<file path="config.mk">
export PLATFORM = sky130hd
export DESIGN_NAME = select_my_action
export DESIGN_NICKNAME = d
export VERILOG_FILES = /design/src/rtl/select_my_action.sv
export SDC_FILE = /design/constraint.sdc
export NUM_CORES = 1
export LEC_CHECK = 0
export ABC_AREA = 0
export BUFFER_PORTS_ARGS = -buffer_cell sky130_fd_sc_hd__buf_4
export CAP_MARGIN = 20
export CORE_MARGIN = 3
export CORE_UTILIZATION = 44
export CTS_CLUSTER_DIAMETER = 40
export CTS_CLUSTER_SIZE = 25
export DETAILED_ROUTE_END_ITERATION = 7
export GPL_TIMING_DRIVEN = 0
export PLACE_DENSITY_LB_ADDON = 0.1
export REMOVE_ABC_BUFFERS = 1
export SKIP_CTS_REPAIR_TIMING = 1
export SKIP_LAST_GASP = 1
export SYNTH_ARGS = -nofsm -noshare
export SYNTH_HDL_FRONTEND = slang
export SYNTH_SLANG_ARGS = --single-unit
</file>
<file path="constraint.sdc">
create_clock -name clock -period 1.6 [get_ports clock]
set_input_delay 0.32 -clock clock [delete_from_list [all_inputs] [get_ports clock]]
set_output_delay 0.32 -clock clock [all_outputs]
set_load 0.05 [all_outputs]
</file>
<file path="src/rtl/select_my_action.sv">
// rtl/select_my_action.sv - epsilon-greedy action selection with a two-word result record write
module select_my_action #(
  parameter int                    WORD_WIDTH  = 16,
  parameter logic [WORD_WIDTH-1:0] EPSILON     = 16'd10,
  parameter logic [WORD_WIDTH-1:0] RESULT_ADDR = 16'h0100
) (
  input  logic                  clock,
  input  logic                  nrst,
  input  logic                  start,
  output logic [WORD_WIDTH-1:0] address,
  output logic                  wr_en,
  input  logic [WORD_WIDTH-1:0] nexthop,
  input  logic [WORD_WIDTH-1:0] nextsinks,
  input  logic [WORD_WIDTH-1:0] rng_in,
  output logic [WORD_WIDTH-1:0] action,
  output logic [WORD_WIDTH-1:0] mem_data_in,
  output logic                  forAggregation,
  output logic                  done
);

  localparam logic [WORD_WIDTH-1:0] AGG_ADDR = RESULT_ADDR + WORD_WIDTH'(2);

  typedef enum logic [2:0] {
    IDLE   = 3'd0,
    CALC   = 3'd1,
    WR_ACT = 3'd2,
    WR_AGG = 3'd3,
    DONE   = 3'd4
  } state_t;

  state_t state, state_nx;

  logic [WORD_WIDTH-1:0] nexthop_q, nextsinks_q, rng_q;
  logic                  latch_en;

  logic [WORD_WIDTH-1:0] address_nx, action_nx, data_nx;
  logic                  wr_en_nx, agg_nx, done_nx;

  always_ff @(posedge clock) begin
    if (nrst) begin
      state          <= IDLE;
      nexthop_q      <= '0;
      nextsinks_q    <= '0;
      rng_q          <= '0;
      address        <= '0;
      wr_en          <= 1'b0;
      action         <= '0;
      mem_data_in    <= '0;
      forAggregation <= 1'b0;
      done           <= 1'b0;
    end else begin
      state          <= state_nx;
      address        <= address_nx;
      wr_en          <= wr_en_nx;
      action         <= action_nx;
      mem_data_in    <= data_nx;
      forAggregation <= agg_nx;
      done           <= done_nx;
      // Operands are frozen at the start request so the run is immune to later input changes.
      if (latch_en) begin
        nexthop_q   <= nexthop;
        nextsinks_q <= nextsinks;
        rng_q       <= rng_in;
      end
    end
  end

  always_comb begin
    state_nx   = state;
    latch_en   = 1'b0;
    address_nx = '0;
    wr_en_nx   = 1'b0;
    data_nx    = '0;
    done_nx    = 1'b0;
    action_nx  = action;
    agg_nx     = forAggregation;

    case (state)
      IDLE: begin
        if (start) begin
          latch_en = 1'b1;
          state_nx = CALC;
        end
      end

      CALC: begin
        if (rng_q < EPSILON) begin
          action_nx = nextsinks_q;
          agg_nx    = 1'b0;
        end else begin
          action_nx = nexthop_q;
          agg_nx    = 1'b1;
        end
        state_nx = WR_ACT;
      end

      WR_ACT: begin
        wr_en_nx   = 1'b1;
        address_nx = RESULT_ADDR;
        data_nx    = action;
        state_nx   = WR_AGG;
      end

      WR_AGG: begin
        wr_en_nx   = 1'b1;
        address_nx = AGG_ADDR;
        data_nx    = {{(WORD_WIDTH-1){1'b0}}, forAggregation};
        state_nx   = DONE;
      end

      DONE: begin
        // done is always shown for at least one cycle, then follows start until it drops.
        if (!done || start) begin
          done_nx = 1'b1;
        end else begin
          state_nx = IDLE;
        end
      end

      default: begin
        state_nx = IDLE;
      end
    endcase
  end

endmodule

</file>
* After elaboration in Yosys (flattened, before gate mapping)
Cells that the tools add are included.
** Storage, ports and cells
- Output and inout port bits :: 51
- Register bits after elaboration :: 102
** Operators by class
- Equality and inequality tests :: 6
- Mux-type cells :: 11
- Reductions and logical operators :: 6
- Magnitude comparators :: 1
- Bitwise gates (word level) :: 1
** Operators with widths (number)
- $pmux W16 S2 :: 1
- $pmux W9 S2 :: 1
- $lt A16 B4 Y1 const B :: 1
- $mux W16 :: 1
- $pmux W3 S5 :: 1
- $eq A3 B2 Y1 const B :: 2
- $mux W3 :: 2
- $mux W1 :: 5
- $ne A2 B2 Y1 const B :: 2
- $reduce_or A2 Y1 :: 2
- $eq A3 B1 Y1 const B :: 1
- $eq A3 B3 Y1 const B :: 1
- $logic_not A3 Y1 :: 1
- $reduce_and A2 Y1 :: 1
- $logic_not A1 Y1 :: 1
- $logic_or A1 B1 Y1 :: 1
- $not A1 Y1 :: 1

* Depth between registers and ports, before layout
Gate-level depths: netlist (run 1).
- Depth after elaboration :: 4
- Gate-level depth with buffers :: 6
- Depth with buffers taken out :: 4

* Worst setup path after synthesis (run 1)
OpenSTA, ideal clock, no wires.
- Path kind :: register to register
- From :: register state[0]
- To :: register nexthop_q[0]
- Cell stages (with the launch flop) :: 7
- Library setup time :: 0.132 ns
- Path slack :: 0.148 ns
- Arrival :: 1.319 ns
- Path through :: dfxtp_1 -> buf_2 -> or4_4 -> buf_6 -> buf_6 -> nand2_1 -> a21oi_1
** On the way
- Longest elaborated chain between the ends :: 2
** Ends and longest elaborated chain
- from (decl) :: RTL line 31 : state_t state, state_nx;
- from (signal assigned) :: RTL line 52 : state <= state_nx;
- $logic_not A3 Y1 :: RTL line 78 : case (state)
- $mux W1 :: RTL line 78
- to (signal assigned) :: RTL line 61 : nexthop_q <= nexthop;
- to (decl) :: RTL line 33 : logic [WORD_WIDTH-1:0] nexthop_q, nextsinks_q, rng_q;
Every way passes these cells.
A chain may end at the register's enable or synchronous reset.

* Worst setup path in the final report (run 1)
- From :: register rng_q[9]
- To :: register action[10]
** On the way
- Longest elaborated chain between the ends :: 2
** Ends and longest elaborated chain
- from (decl) :: RTL line 33
- from (signal assigned) :: RTL line 63 : rng_q <= rng_in;
- $lt A16 B4 Y1 :: RTL line 87 : if (rng_q < EPSILON) begin
- $mux W16 :: RTL line 87
- to (signal assigned) :: RTL line 55 : action <= action_nx;
- to (decl) :: RTL line 15 : output logic [WORD_WIDTH-1:0] action,
Every way passes these cells.

==> results of run 1 <==
sequential cells by signal, indices dropped and copies added, names as in the netlist:
name / cells
action: 16
address: 2
done: 1
forAggregation: 1
mem_data_in: 16
nexthop_q: 16
nextsinks_q: 16
rng_q: 15
state: 3
power breakdown:
group	switching [µW]	total (µW)	internal, µW	leakage, µW
Clock	713	1720	1010	0.000120
Sequential	124	2430	2300	0.000705
Combinational	743	1160	420	0.000917
Total	1580	5310	3730	0.00174
logic make-up (layout without fill, tap and decap cells):
logic type,Yosys count,count (layout),synth area share [%]
flops,86,86,53.19
compound gates,67,67,14.03
xor+xnor,1,1,0.2706
mux,1,1,0.3093
other cells,1,14,0.1159
simple gates,175,178,23.46
buf+inv,43,114,8.620
tightest hold or removal path: cells and delay by family:
family | cells | cell delay [ns]
AND/OR/NAND/NOR | 1 | 0.04
AO/OA/AOI/OAI | 1 | 0.05
buffers and inverters | 1 | 0.11
layout by cell type (no fill, tap or decap):
cell type  netlist  layout
or2_1            1       1
and4_4           0       2
nor2_1          21      20
clkinv_2         0       1
and4_2           0       1
or4b_1           1       1
dfxtp_1         86      81
nand2_2          0       2
nand4_1          1       1
o21ai_1          0       1
a311oi_1         7       7
and2_1          15      15
clkbuf_8         0      12
nor3_1           1       1
a211oi_1         1       1
nor4_4           0       4
and3_1           1       1
buf_16           0       1
inv_1            2       2
a21oi_1         48      48
nor3b_4          0       1
dfxtp_2          0       5
a311oi_2         9       9
nand2_1        127     125
or4_4            1       2
o21ai_0          2       1
conb_1           1      14
nor2_4           0       1
clkbuf_1        12       1
xnor2_1          1       1
bufinv_16        0       2
buf_4           20      95
mux2i_1          1       1
worst paths after layout:
check | endpoint | slack, ns | depth (start not counted)
worst max register to register | action[10] | 0.05 | 6
worst max-delay path | action[10] | 0.05 | 6
worst min-delay path | nexthop_q[1] | 0.22 | 3
worst min register to register | nextsinks_q[3] | 0.46 | 2
through the flow:
stage | std cells | TNS, ns | instance area (µm²)
global route | 557 | -0.3327 | 4210
CTS | 549 | -14.81 | 4084
global placement | 528 | -240.40 | 3780
finish | 557 | 0 | 4210
floorplan | 346 | -126.50 | 3014
detailed placement | 533 | -17.74 | 3850
metal layers:
metal	up-vias	track usage, %	share of wire (%)
met5	-	0	0
met3	10	3.938	6.6
met1	1220	20.38	45
met4	0	7.054	1.0
li1	1363	-	-
met2	90	28.42	48
area by class of cell:
| type | count | area share (%) |
|---|---|---|
| repair buffers | 96 | 17.59 |
| clock inverters | 3 | 1.545 |
| flip-flops and latches | 86 | 41.04 |
| clock buffers | 13 | 4.012 |
| inverters | 2 | 0.1783 |
| multi-input cells | 261 | 32.78 |
| well taps | 96 | 2.853 |
==> flow_metrics.py, run 1 <==
metrics = {
    "grt": {
        "grt_start_max_net_pins": 68,
        "antenna_found_initial": 0,
        "grt_pass1_vias": 2494,
        "track_usage_pct": 16.77,
        "grt_pass1_wl_mm": 11.36,
        "globalRouteOverflowTotal": 0,
    },
    "min_path": {
        "worstHoldStart": "nexthop[1]",
        "hold_path_class": "input pin to flop",
    },
    "floorplan": {
        "rows": 30,
        "die_h_um": 91.77,
        "core_mm2": 0.006944,
        "top_level_ports": 102,
        "start_util_pct": 46.61,
        "die-width_um": 91.77,
        "die_area_mm2": 0.008422,
    },
    "setup_path": {
        "cp-startpoint": "rng_q[9]",
        "crit_path_frequent_cell": "buf_4",
        "required_ns": 1.80,
        "max_stage_delay_ns": 0.40,
        "worstPathCellList": "nor4_4 > buf_4 > nand4_1 > buf_4 > nand2_1 > a311oi_2",
        "crit_arrival_ns": 1.75,
        "end_kind": "flop",
        "worstSetupPathType": "flop to flop",
        "critPathMaxFanout": 9,
        "crit_slowest_cell": "nor4_4",
        "reg2reg_from": "rng_q[9]",
        "startpoint_type": "flop",
        "critical_path.top_delay_family": "simple AND/OR/NAND/NOR gates",
        "crit_buf_inv": 2,
    },
    "logic_synthesis": {
        "synthArstFlopShare_pct": 0,
        "synth_top_area_share_pct": 53.19,
        "ys_seq_area_share_pct": 53.19,
        "syn_inst": 374,
        "yosysTopAreaCell": "dfxtp_1",
        "ys_types": 27,
        "ys_ff_latch": 86,
        "yosysMostFrequentCell": "nand2_1",
        "ys_top_cells_by_count": "127 x nand2_1, 86 x dfxtp_1, 48 x a21oi_1",
        "yosys_warnings": 0,
        "avgSynthCellArea_um2": 8.655,
        "synth_area_leaders": "dfxtp_1 53%, nand2_1 15%, a21oi_1 7.4%",
        "synth_edf_count": 0,
        "ys.flop_type": "dfxtp_1",
        "syn_area_mm2": 0.003237,
    },
    "detailed_routing": {
        "vias": 2683,
        "drc": 0,
        "routed_wl_mm": 7.487,
        "avgViaCountPerCell": 4.817,
        "detail_route.wl_per_cell_um": 13.44,
        "drt_iter0_markers": 127,
        "ant_nets": 0,
        "dr.pass1.iters": 4,
    },
    "cts": {
        "cts-root-buf": "clkbuf_8",
        "cts.sinks": 86,
        "cts_tree": "yes",
        "clk_pin_slew_ns": 0.08,
        "cts-buffers-inserted": 9,
        "htreeDepth": 3,
        "clock_latency_ns": 0.34,
        "cts_buffer_depth": 2,
    },
    "timing": {
        "fin_hold_ws_ns": 0.2180,
        "fin_ws_ns": 0.04623,
        "timing.fmax_ghz": 0.6436,
        "rsz0062_at_grt": "true",
        "finalHoldViolCount": 0,
        "period_share_pct": 97.11,
        "setup_viol": 0,
        "slew_viol_final": 0,
        "worst_clock_skew_ns": 0.005338,
        "finalCriticalPeriod_ns": 1.554,
        "worst_pin_slew_ns": 0.7387,
        "relSlewSlack_pct": 50.75,
    },
    "power": {
        "peakVddDrop_mv": 0.4819,
        "finalPower_uw": 5311,
        "power_per_cell_area_mw_per_mm2": 1261,
        "leakage_uw": 0.001741,
    },
    "flow_run": {
        "drv_cap": 0,
    },
    "placement": {
        "dp.final_hpwl_mm": 4.431,
        "place_congestion": 0.7267,
        "port_buffers": 86,
        "pre_cts_ws_ns": -0.5160,
    },
    "finish": {
        "antenna_cells": 0,
        "synthToLayoutAreaGrowth_pct": 30.07,
        "final_core_util_pct": 60.63,
        "layout-drive-gt1-share_pct": 29.93,
        "nFillCells": 651,
        "multi_input_area_mm2": 0.001380,
        "nets": 507,
        "regArea_mm2": 0.001728,
    },
    "run_status": {
        "status": "finished, final reports clean",
    },
}
No activity file was read; power rests on OpenSTA's default activity.
==> inputs of run 2 (changes only) <==
Settings changed: REMOVE_ABC_BUFFERS 1 to default.
==> flow_metrics.py, run 2 (synthesized netlist as in run 1, its figures left out) <==
metrics = {
    "run_status": {
        "status": "finished, final reports clean",
    },
    "setup_path": {
        "critPathMaxFanout": 7,
        "crit_arrival_ns": 1.80,
        "reg2reg_from": "rng_q[9]",
        "worstSetupPathType": "flop to flop",
        "reg2regPathDepth": 6,
        "startpoint_type": "flop",
        "ff2ff_setup_slack_ns": 0.06,
        "r2r_end": "action[10]",
        "required_ns": 1.86,
        "cp-startpoint": "rng_q[9]",
        "end_kind": "flop",
    },
    "detailed_routing": {
        "ant_nets": 0,
        "detail_route.wl_per_cell_um": 12.27,
        "dr.pass1.iters": 4,
        "routed_wl_mm": 7.237,
        "vias": 2752,
        "drt_iter0_markers": 138,
        "avgViaCountPerCell": 4.664,
        "drc": 0,
    },
    "grt": {
        "grt_pass1_vias": 2482,
        "globalRouteOverflowTotal": 0,
        "grt_start_max_net_pins": 17,
        "track_usage_pct": 16.99,
        "antenna_found_initial": 0,
        "grt_pass1_wl_mm": 11.50,
    },
    "floorplan": {
        "core_mm2": 0.006944,
        "start_util_pct": 46.61,
        "rows": 30,
        "die_area_mm2": 0.008422,
        "die_h_um": 91.77,
        "top_level_ports": 102,
        "die-width_um": 91.77,
    },
    "timing": {
        "timing.fmax_ghz": 0.6492,
        "finalCriticalPeriod_ns": 1.540,
        "worst_clock_skew_ns": 0.008779,
        "slew_viol_final": 0,
        "tns_ns": 0,
        "finalHoldViolCount": 0,
        "worst_pin_slew_ns": 0.6434,
        "period_share_pct": 96.27,
        "setup_viol": 0,
        "relSlewSlack_pct": 57.11,
        "rsz0062_at_grt": "true",
    },
    "power": {
        "leakage_uw": 0.001919,
        "swShare_pct": 31.85,
        "cellInternalPower_uw": 3568,
        "clkPwrFrac_pct": 29.3,
        "power_per_cell_area_mw_per_mm2": 1183,
        "p_sw_uw": 1668,
        "peakVddDrop_mv": 0.6884,
        "power_frac_comb_pct": 24.3,
        "pwr-share-seq_pct": 46.5,
    },
    "min_path": {
        "hold_depth": 3,
        "worstHoldStart": "rng_in[14]",
        "hold_path_end": "rng_q[14]",
        "hold_path_class": "input pin to flop",
    },
    "cts": {
        "cts-root-buf": "clkbuf_8",
        "clock_latency_ns": 0.34,
        "cts_tree": "yes",
        "htreeDepth": 3,
        "cts.sinks": 86,
        "clk_pin_slew_ns": 0.09,
        "cts_buffer_depth": 2,
        "cts-buffers-inserted": 9,
    },
    "finish": {
        "final_core_util_pct": 63.71,
        "fin_area_mm2": 0.004424,
        "nets": 540,
        "layout-drive-gt1-share_pct": 34.21,
        "synthToLayoutAreaGrowth_pct": 36.68,
        "final_cell_mix": "121 x nand2_1, 112 x buf_4, 81 x dfxtp_1",
        "antenna_cells": 0,
        "finish.cell_count_without_fillers": 590,
        "final_common_cell": "nand2_1",
        "nFillCells": 637,
    },
    "flow_run": {
        "drv_cap": 0,
    },
    "placement": {
        "placed_area_mm2": 0.004051,
        "place_congestion": 0.7852,
        "dp.final_hpwl_mm": 5.352,
        "port_buffers": 86,
        "dp.cells": 569,
    },
}
## run 2: final cells by class
class	instances	area [µm²]	area share (%)
inverters	2	7.507	0.1697
flip-flops and latches	86	1728	39.06
clock inverters	7	80.08	1.810
plain buffers	39	277.8	6.278
clock buffers	9	123.9	2.800
multi-input cells	258	1371	31.00
well taps	96	120.1	2.715
repair buffers	93	715.7	16.18
## run 2: worst max path at each step
stage,slack (ns),cells past startpoint,to
6_report,0.06,6,action[10]
5_1_grt,-0.05,6,action[14]
4_1_cts,-0.06,6,nextsinks_q[4]
3_5_place_dp,-0.04,6,nextsinks_q[4]
3_3_place_gp,0.001,5,action[6]
2_1_floorplan,0.15,6,nexthop_q[0]
## run 2: metrics by stage
stage          worst slack, ns  hold WS (ns)  power (µW)
4_1_cts               -0.05737        0.2002        5108
3_3_place_gp          0.001306        0.4302        3569
6_report               0.05968        0.2104        5236
5_1_grt               -0.04927        0.2043        5482
3_5_place_dp          -0.03968        0.4437        3590
2_1_floorplan           0.1485        0.4328        3249
## run 2: critical path: stages (launching register included)
cell	delay, ns
dfxtp_2	0.34
nor4_4	0.28
and4_1	0.25
buf_6	0.15
buf_8	0.14
nand2_1	0.07
a311oi_2	0.22
## run 2: power groups by stage
stage	Clock, µW	Sequential [µW]	Combinational [µW]
after global routing	1650	2460	1380
after detailed placement	0	2450	1140
after CTS	1570	2400	1140
after floorplan	0	2620	627
final	1530	2430	1270
after global placement	0	2440	1120
## run 2: routing by layer
| layer | global-route usage [%] | vias to the layer above | share of wire, % |
|---|---|---|---|
| met5 | 0 | - | 0 |
| met4 | 6.683 | 0 | 1.1 |
| met3 | 3.117 | 6 | 6.8 |
| met2 | 25.99 | 82 | 46 |
| met1 | 23.75 | 1222 | 46 |
| li1 | - | 1442 | - |
